`config.mk`:
```
export PLATFORM = sky130hd
export DESIGN_NAME = alu_mul_sequencer
export DESIGN_NICKNAME = d
export VERILOG_FILES = /design/src/rtl/alu_mul_sequencer.sv
export SDC_FILE = /design/constraint.sdc
export NUM_CORES = 1
export LEC_CHECK = 0
export BUFFER_PORTS_ARGS = -buffer_cell sky130_fd_sc_hd__buf_2
export CAP_MARGIN = 20
export CORE_ASPECT_RATIO = 1.2
export CORE_MARGIN = 5
export CORE_UTILIZATION = 46
export CTS_BUF_LIST = sky130_fd_sc_hd__clkbuf_16
export CTS_CLUSTER_DIAMETER = 120
export CTS_CLUSTER_SIZE = 30
export DETAILED_ROUTE_END_ITERATION = 8
export PLACE_DENSITY = 0.75
export SETUP_SLACK_MARGIN = 0.5
export SYNTH_ARGS = -nofsm -noshare
export SYNTH_HDL_FRONTEND = slang
export SYNTH_SLANG_ARGS = --single-unit
```
`constraint.sdc`:
```
create_clock -name clock -period 1.8 [get_ports clock]
set_input_delay 0.18 -clock clock [delete_from_list [all_inputs] [get_ports clock]]
set_output_delay 0.18 -clock clock [all_outputs]
set_load 0.005 [all_outputs]
```
`src/rtl/alu_mul_sequencer.sv`:
```
// Shift-and-add 16x16 -> 16-bit unsigned multiplier that drives a shared datapath ALU.
// Optional signed operation is enabled with `define SIGNED_MUL_EN (adds in_signed and NEGA/NEGB/NEGP).
module alu_mul_sequencer #(
  parameter int unsigned WIDTH    = 16,
  parameter int unsigned MAX_ITER = 16
) (
  input  logic             clock,
  input  logic             reset_n,
  input  logic             in_valid,
  output logic             in_ready,
  input  logic [WIDTH-1:0] in_a,
  input  logic [WIDTH-1:0] in_b,
`ifdef SIGNED_MUL_EN
  input  logic             in_signed,
`endif
  output logic             out_valid,
  input  logic             out_ready,
  output logic [WIDTH-1:0] out_p,
  output logic             out_ovf,
  output logic [WIDTH-1:0] alu_a,
  output logic [WIDTH-1:0] alu_b,
  output logic [4:0]       alu_fs,
  output logic             alu_c0,
  input  logic [WIDTH-1:0] alu_f,
  input  logic [3:0]       alu_status
);

  localparam int unsigned CW = (MAX_ITER > 1) ? $clog2(MAX_ITER) : 1;
  localparam logic [CW-1:0] LAST = CW'(MAX_ITER - 1);

  localparam logic [4:0] FS_ADD = 5'b01000;
  localparam logic [4:0] FS_SHL = 5'b10000;
  localparam logic [4:0] FS_SHR = 5'b10100;
`ifdef SIGNED_MUL_EN
  localparam logic [4:0] FS_NEG = 5'b01001;
  localparam logic [WIDTH-1:0] MAG_MIN = {1'b1, {(WIDTH-1){1'b0}}};
`endif

  typedef enum logic [2:0] {
    IDLE = 3'd0,
    ADD  = 3'd1,
    SHM  = 3'd2,
    SHQ  = 3'd3,
    DONE = 3'd4
`ifdef SIGNED_MUL_EN
    ,
    NEGA = 3'd5,
    NEGB = 3'd6,
    NEGP = 3'd7
`endif
  } state_t;

  state_t           state_q, state_d;
  logic [WIDTH-1:0] m_q, m_d;
  logic [WIDTH-1:0] q_q, q_d;
  logic [WIDTH-1:0] p_q, p_d;
  logic [CW-1:0]    cnt_q, cnt_d;
  logic             ovf_q, ovf_d;

  logic             in_ready_q, in_ready_d;
  logic             out_valid_q, out_valid_d;
  logic [WIDTH-1:0] out_p_q, out_p_d;
  logic             out_ovf_q, out_ovf_d;
  logic [WIDTH-1:0] alu_a_q, alu_a_d;
  logic [WIDTH-1:0] alu_b_q, alu_b_d;
  logic [4:0]       alu_fs_q, alu_fs_d;
  logic             alu_c0_q, alu_c0_d;

`ifdef SIGNED_MUL_EN
  logic sgn_q, sgn_d;
  logic negb_q, negb_d;
  logic negres_q, negres_d;
`endif

  // Only carry and zero flags steer the sequence.
  logic unused_status;
  assign unused_status = alu_status[3] ^ alu_status[1];

  always_comb begin
    state_d = state_q;
    m_d     = m_q;
    q_d     = q_q;
    p_d     = p_q;
    cnt_d   = cnt_q;
    ovf_d   = ovf_q;
`ifdef SIGNED_MUL_EN
    sgn_d    = sgn_q;
    negb_d   = negb_q;
    negres_d = negres_q;
`endif
    case (state_q)
      IDLE: begin
        if (in_valid) begin
          m_d   = in_a;
          q_d   = in_b;
          p_d   = '0;
          cnt_d = '0;
          ovf_d = 1'b0;
`ifdef SIGNED_MUL_EN
          sgn_d    = in_signed;
          negb_d   = in_signed & in_b[WIDTH-1];
          negres_d = in_signed & (in_a[WIDTH-1] ^ in_b[WIDTH-1]);
`endif
          if (in_b == '0)
            state_d = DONE;
`ifdef SIGNED_MUL_EN
          else if (in_signed && in_a[WIDTH-1])
            state_d = NEGA;
          else if (in_signed && in_b[WIDTH-1])
            state_d = NEGB;
`endif
          else
            state_d = in_b[0] ? ADD : SHM;
        end
      end
      ADD: begin
        p_d = alu_f;
        if (alu_status[2]) ovf_d = 1'b1;
        state_d = SHM;
      end
      SHM: begin
        m_d = alu_f;
        // A set bit leaving M is lost only if multiplier bits remain to consume it.
        if (m_q[WIDTH-1] && (q_q[WIDTH-1:1] != '0)) ovf_d = 1'b1;
        state_d = SHQ;
      end
      SHQ: begin
        q_d   = alu_f;
        cnt_d = cnt_q + 1'b1;
        if (alu_status[0] || (cnt_q == LAST)) begin
          state_d = DONE;
`ifdef SIGNED_MUL_EN
          if (sgn_q && p_q[WIDTH-1] && !(negres_q && (p_q == MAG_MIN))) ovf_d = 1'b1;
          if (negres_q) state_d = NEGP;
`endif
        end else begin
          state_d = alu_f[0] ? ADD : SHM;
        end
      end
      DONE: begin
        if (out_ready) state_d = IDLE;
      end
`ifdef SIGNED_MUL_EN
      // Negation preserves bit 0, so the loop entry can use the stored Q.
      NEGA: begin
        m_d     = alu_f;
        state_d = negb_q ? NEGB : (q_q[0] ? ADD : SHM);
      end
      NEGB: begin
        q_d     = alu_f;
        state_d = q_q[0] ? ADD : SHM;
      end
      NEGP: begin
        p_d     = alu_f;
        state_d = DONE;
      end
`endif
      default: state_d = IDLE;
    endcase
  end

  // ALU drive is registered from next-state values so it lines up with the state it serves.
  always_comb begin
    alu_a_d  = '0;
    alu_b_d  = '0;
    alu_fs_d = '0;
    alu_c0_d = 1'b0;
    case (state_d)
      ADD: begin
        alu_a_d  = p_d;
        alu_b_d  = m_d;
        alu_fs_d = FS_ADD;
      end
      SHM: begin
        alu_a_d  = m_d;
        alu_b_d  = WIDTH'(1);
        alu_fs_d = FS_SHL;
      end
      SHQ: begin
        alu_a_d  = q_d;
        alu_b_d  = WIDTH'(1);
        alu_fs_d = FS_SHR;
      end
`ifdef SIGNED_MUL_EN
      NEGA: begin
        alu_b_d  = m_d;
        alu_fs_d = FS_NEG;
        alu_c0_d = 1'b1;
      end
      NEGB: begin
        alu_b_d  = q_d;
        alu_fs_d = FS_NEG;
        alu_c0_d = 1'b1;
      end
      NEGP: begin
        alu_b_d  = p_d;
        alu_fs_d = FS_NEG;
        alu_c0_d = 1'b1;
      end
`endif
      default: ;
    endcase
    in_ready_d  = (state_d == IDLE);
    out_valid_d = (state_d == DONE);
    out_p_d     = (state_d == DONE) ? p_d : '0;
    out_ovf_d   = (state_d == DONE) ? ovf_d : 1'b0;
  end

  always_ff @(posedge clock or negedge reset_n) begin
    if (!reset_n) begin
      state_q     <= IDLE;
      m_q         <= '0;
      q_q         <= '0;
      p_q         <= '0;
      cnt_q       <= '0;
      ovf_q       <= 1'b0;
      in_ready_q  <= 1'b1;
      out_valid_q <= 1'b0;
      out_p_q     <= '0;
      out_ovf_q   <= 1'b0;
      alu_a_q     <= '0;
      alu_b_q     <= '0;
      alu_fs_q    <= '0;
      alu_c0_q    <= 1'b0;
`ifdef SIGNED_MUL_EN
      sgn_q       <= 1'b0;
      negb_q      <= 1'b0;
      negres_q    <= 1'b0;
`endif
    end else begin
      state_q     <= state_d;
      m_q         <= m_d;
      q_q         <= q_d;
      p_q         <= p_d;
      cnt_q       <= cnt_d;
      ovf_q       <= ovf_d;
      in_ready_q  <= in_ready_d;
      out_valid_q <= out_valid_d;
      out_p_q     <= out_p_d;
      out_ovf_q   <= out_ovf_d;
      alu_a_q     <= alu_a_d;
      alu_b_q     <= alu_b_d;
      alu_fs_q    <= alu_fs_d;
      alu_c0_q    <= alu_c0_d;
`ifdef SIGNED_MUL_EN
      sgn_q       <= sgn_d;
      negb_q      <= negb_d;
      negres_q    <= negres_d;
`endif
    end
  end

  assign in_ready  = in_ready_q;
  assign out_valid = out_valid_q;
  assign out_p     = out_p_q;
  assign out_ovf   = out_ovf_q;
  assign alu_a     = alu_a_q;
  assign alu_b     = alu_b_q;
  assign alu_fs    = alu_fs_q;
  assign alu_c0    = alu_c0_q;

endmodule

```
Word level (Yosys, flattened, before mapping)
Index checks and enable logic that the tools add are counted.

Flip-flop bits (word level): 112. Input bits: 56. Output and inout bits: 57. Word-level logic and storage cells: 57.

Add/subtract/negate cells: 1. Equality and inequality tests: 10. Mux-type cells: 24. Reductions and logical operators: 9.

Operators with widths (number): 16-bit one-hot mux with 2 select lines (4); 16-bit two-way mux (4); 16-bit one-hot mux with 3 select lines (1); 16-bit zero test (1); 3-bit one-hot mux with 5 select lines (1); 5-bit one-hot mux with 3 select lines (1); 15-bit nonzero test (1); 3-bit by 2-bit equality test with 1-bit output (second input constant) (4); 3-bit two-way mux (4); 4-bit one-hot mux with 2 select lines (1); 3-bit by 1-bit equality test with 1-bit output (second input constant) (2); 3-bit equality test (second input constant) (2); 3-bit zero test (2); 4-bit by 1-bit adder with 4-bit output (second input constant) (1); 4-bit equality test (second input constant) (1); 1-bit two-way mux (4); 2-bit two-way mux (2); 4-bit two-way mux (1); 1-bit one-hot mux with 3 select lines (1); 2-bit != test (second input constant) (1); 2-bit AND reduction (1); 2-bit nonzero test (1); 2-bit OR reduction (1); 1-bit logical AND (1); 1-bit logical OR (1).

Depth between registers and ports, before layout
Depth after elaboration: 7. Gate-level depth with buffers: 8.

Worst setup path before layout
Ideal clock, no wire load.

Kind: register to register. Start point: register state_q[0]. End point: register alu_a_q[0] (netlist: alu_a[0]). Setup time: 0.141 ns. Arrival time: 1.653 ns. Slack: 0.006 ns. Stages on the path, launching flop included: 7. Buffers on the path: 2. Clock period less this slack: 1.794 ns. Path through: dfrtp_1 buf_4 or4b_4 clkbuf_1 and3_1 o21ai_1 o221ai_1.

Cells in the longest elaborated chain, start to end: 4.

Ends and longest elaborated chain: start, declared (line 53) `state_t state_q, state_d;`; start signal, assigned (line 231) `state_q <= state_d;`; 3-bit equality test, or another cell as far along (line 91) `case (state_q)`; 3-bit one-hot mux with 5 select lines (line 91); 3-bit by 2-bit equality test with 1-bit output or 3-bit by 1-bit equality test with 1-bit output (tied branches) (line 168) `case (state_d)`; 16-bit one-hot mux with 3 select lines (*) (line 168); via alu_a_d[0] (line 64) `logic [WIDTH-1:0] alu_a_q, alu_a_d;`; end signal, assigned (line 241) `alu_a_q <= alu_a_d;`; end, declared (line 64).

Mark *: on every way through the listed nets, which the timed path passes. The rest lies on a longest branch. A chain may end at the register's enable or synchronous reset.

Worst setup path in the final report
Start point: register state_q[0]. End point: register alu_a_q[12] (netlist: alu_a[12]).

The elaborated chain is that of the path after synthesis.

==> flow_summary.ini <==
[synthesis]
ys_ff_latch = 110
synth_area_per_cell_um2 = 10.8
ys_seq_area_share_pct = 59.6
yosysTopAreaCell = dfrtp_1
synth_cell_types = 47
synth_most_common_cell = dfrtp_1
synth_area_um2 = 4620
synth.top_cells.by_count = dfrtp_1, nor2_1, inv_1, o21ai_0
synth_top_area_share_pct = 59.0
syn_inst = 427
async_flop_share_pct = 100
synth_edf_count = 0
synth.area.top_cells = dfrtp_1, nor2_1, a222oi_1
ys_warn_count = 0
yosys_most_used_dff = dfrtp_1

[clock_tree]
cts_tree = yes
worstSkewPairLatency_ns = 0.35
htreeDepth = 3
clockBufferDepth = 2
clkTransAtPathRegs_ns = 0.07
cts_sinks = 110
numCtsBuffers = 9
clock-root-buffer = clkbuf_16

[timing]
fmax_mhz = 505
setup_viol = 58
skew_ns = 0.00882
worst_pin_slew_ns = 0.540
drv_slew = 0
finalWorstSetupSlack_ns = -0.180
slew-limit-headroom_pct = 64.0
hold_ws_ns = 0.205
period_share_pct = 110
final-hold-violation-count = 0
period_needed_ns = 1.98
rsz0062_at_grt = true

[route]
viasPerCell = 5.94
ant_nets = 0
drcViolationCount = 0
first_pass_iters = 5
drt-initial-drc-count = 513
vias = 4488
routedWlPerCell_um = 23.3
drt-total-wl_um = 17600

[status]
violations = setup timing
status = complete, but fails checks

[layout]
fin_nets = 681
utilization_pct = 74.1
fillers = 606
area_delta_synth_final_pct = 59.0
final_cells = 756
drive_gt1_share_pct = 60.7

[setup_path]
critical_path_class = flip-flop to flip-flop
crit_required_ns = 2.00
path_max_fanout = 16
worstPathArrival_ns = 2.18
cp-start-kind = flip-flop
critPathCaptureType = flip-flop

[pwr]
leakagePower_uw = 0.00361
intPower_uw = 8770
seqPwrFrac_pct = 26.5
power.density_nw_per_um2 = 1990
switching_power_uw = 5850
p_sw_share_pct = 40.0
peakVddDrop_mv = 0.965
clockPowerShare_pct = 12.8
p_comb_share_pct = 60.7

[floorplanning]
start_util_pct = 46.6
rows = 40
die_area_um2 = 12200
core_um2 = 9910
dieWidth_um = 101
pin_count = 113
fp.dieH_um = 120

[global_routing]
grt_max_degree = 41
antenna_found_initial = 0
grt.overflow.total = 0
grt_pass1_vias = 4358
grtUsageTotal_pct = 24.2
grt_pass1_wl_um = 22600

[placed_design]
dp_slack_ns = -0.0953
portBuffers = 107
gp_congestion = 0.890
detailed_place_hpwl_um = 9620
placed_cells = 691

[hold_path]
worstHoldPathType = input pin to flip-flop

[run]
max_cap_violations = 0
[cell usage in the layout (no fill, tap or decap), types with 3 or more instances in the layout]
cell type and count:
inv_1 17, conb_1 3, nor2_2 20, buf_6 29, a21oi_2 3, nor2_4 22, a21boi_4 6, o311ai_2 9
and2_1 15, or2_1 10, nor4_1 7, or2_2 6, a21boi_1 3, a222oi_1 15, clkbuf_16 11, o311ai_4 5
o21ai_1 11, inv_2 17, buf_2 106, o21ai_0 7, buf_4 57, buf_12 10, a21boi_2 6, o21ai_2 18
a22o_1 17, and3_4 14, a21o_1 3, and3_1 3, buf_8 7, nor2_1 9, dfrtp_2 3, nand2_1 4
or2_4 3, dfrtp_1 106
[critical path: stages (launching register included)]
cell	delay, ns
dfrtp_2	0.52
buf_6	0.17
and3b_2	0.25
nand3_1	0.11
a21boi_4	0.28
inv_6	0.12
o21ai_1	0.21
o311ai_4	0.17
[area by class of cell]
| cell class | count | area (um2) | share of cell area (%) |
|---|---|---|---|
| inverters | 37 | 149 | 2.03 |
| clock buffers | 9 | 225 | 3.07 |
| flip-flops and latches | 110 | 2760 | 37.5 |
| diodes | 1 | 2.50 | 0.0341 |
| repair buffers | 212 | 1650 | 22.5 |
| well taps | 126 | 158 | 2.15 |
| multi-input cells | 254 | 2360 | 32.1 |
| clock inverters | 7 | 48.8 | 0.664 |
[sequential cells by signal, indices dropped and copies added, names as in the netlist]
| signal | cells |
|---|---|
| alu_a | 16 |
| alu_b | 16 |
| m_q | 16 |
| out_p | 16 |
| p_q | 16 |
| q_q | 16 |
| cnt_q | 4 |
| alu_fs | 3 |
| state_q | 3 |
| in_ready | 1 |
| out_ovf | 1 |
| out_valid | 1 |
| ovf_q | 1 |
[path summary, 6_finish.rpt]
| kind | from | to | slack, ns | cells past startpoint |
|---|---|---|---|---|
| setup reg to reg | state_q[0] | alu_a[12] | -0.18 | 7 |
| setup / recovery | state_q[0] | alu_a[12] | -0.18 | 7 |
| hold reg to reg | ovf_q | ovf_q | 0.56 | 2 |
| max in group asynchronous | reset_n | in_ready | 0.79 | 3 |
| hold / removal | in_a[13] | m_q[13] | 0.21 | 4 |
| min in group asynchronous | reset_n | alu_b[0] | 0.35 | 2 |
[logic make-up (layout without fill, tap and decap cells)]
logic type / Yosys count / after routing / synth area share, %
other cells: 1 / 4 / 0.0812
flops: 110 / 110 / 59.6
simple gates: 131 / 132 / 15.2
buf+inv: 66 / 265 / 5.93
compound gates: 118 / 118 / 18.9
fa+ha+maj: 1 / 1 / 0.271
[metal layers]
layer	up-vias	part of all wire (%)	global-route usage (%)
met5	-	0	0
met3	70	7.7	5.52
li1	1910	-	-
met2	280	50	38.5
met4	0	4.9	9.56
met1	2228	38	31.9
[metrics by stage]
step	area, um2	TNS (ns)	total power [uW]
after floorplan	4780	0	6790
after global placement	5760	-1.89	8900
after detailed placement	5760	-1.91	9040
after CTS	6470	-0.0424	12100
after global routing	7340	-4.69	15200
final	7350	-2.78	14600
[power groups by stage]
| stage | registers [uW] | clock network (uW) | logic (uW) |
|---|---|---|---|
| after floorplan | 3740 | 0 | 3050 |
| after global placement | 3770 | 0 | 5130 |
| after detailed placement | 3790 | 0 | 5250 |
| after CTS | 3780 | 1880 | 6460 |
| after global routing | 3920 | 2000 | 9300 |
| final | 3870 | 1870 | 8870 |
[what timing repair did]
action                                  4_1_cts  5_1_grt
gates resized for setup                      67      189
endpoints found under the hold margin        34        0
gates cloned                                  1        3
pin swaps                                    22       43
setup buffers                                18       25
endpoints found under the setup margin      109      109
hold buffers                                  1        0
No activity file was read; power rests on OpenSTA's default activity.
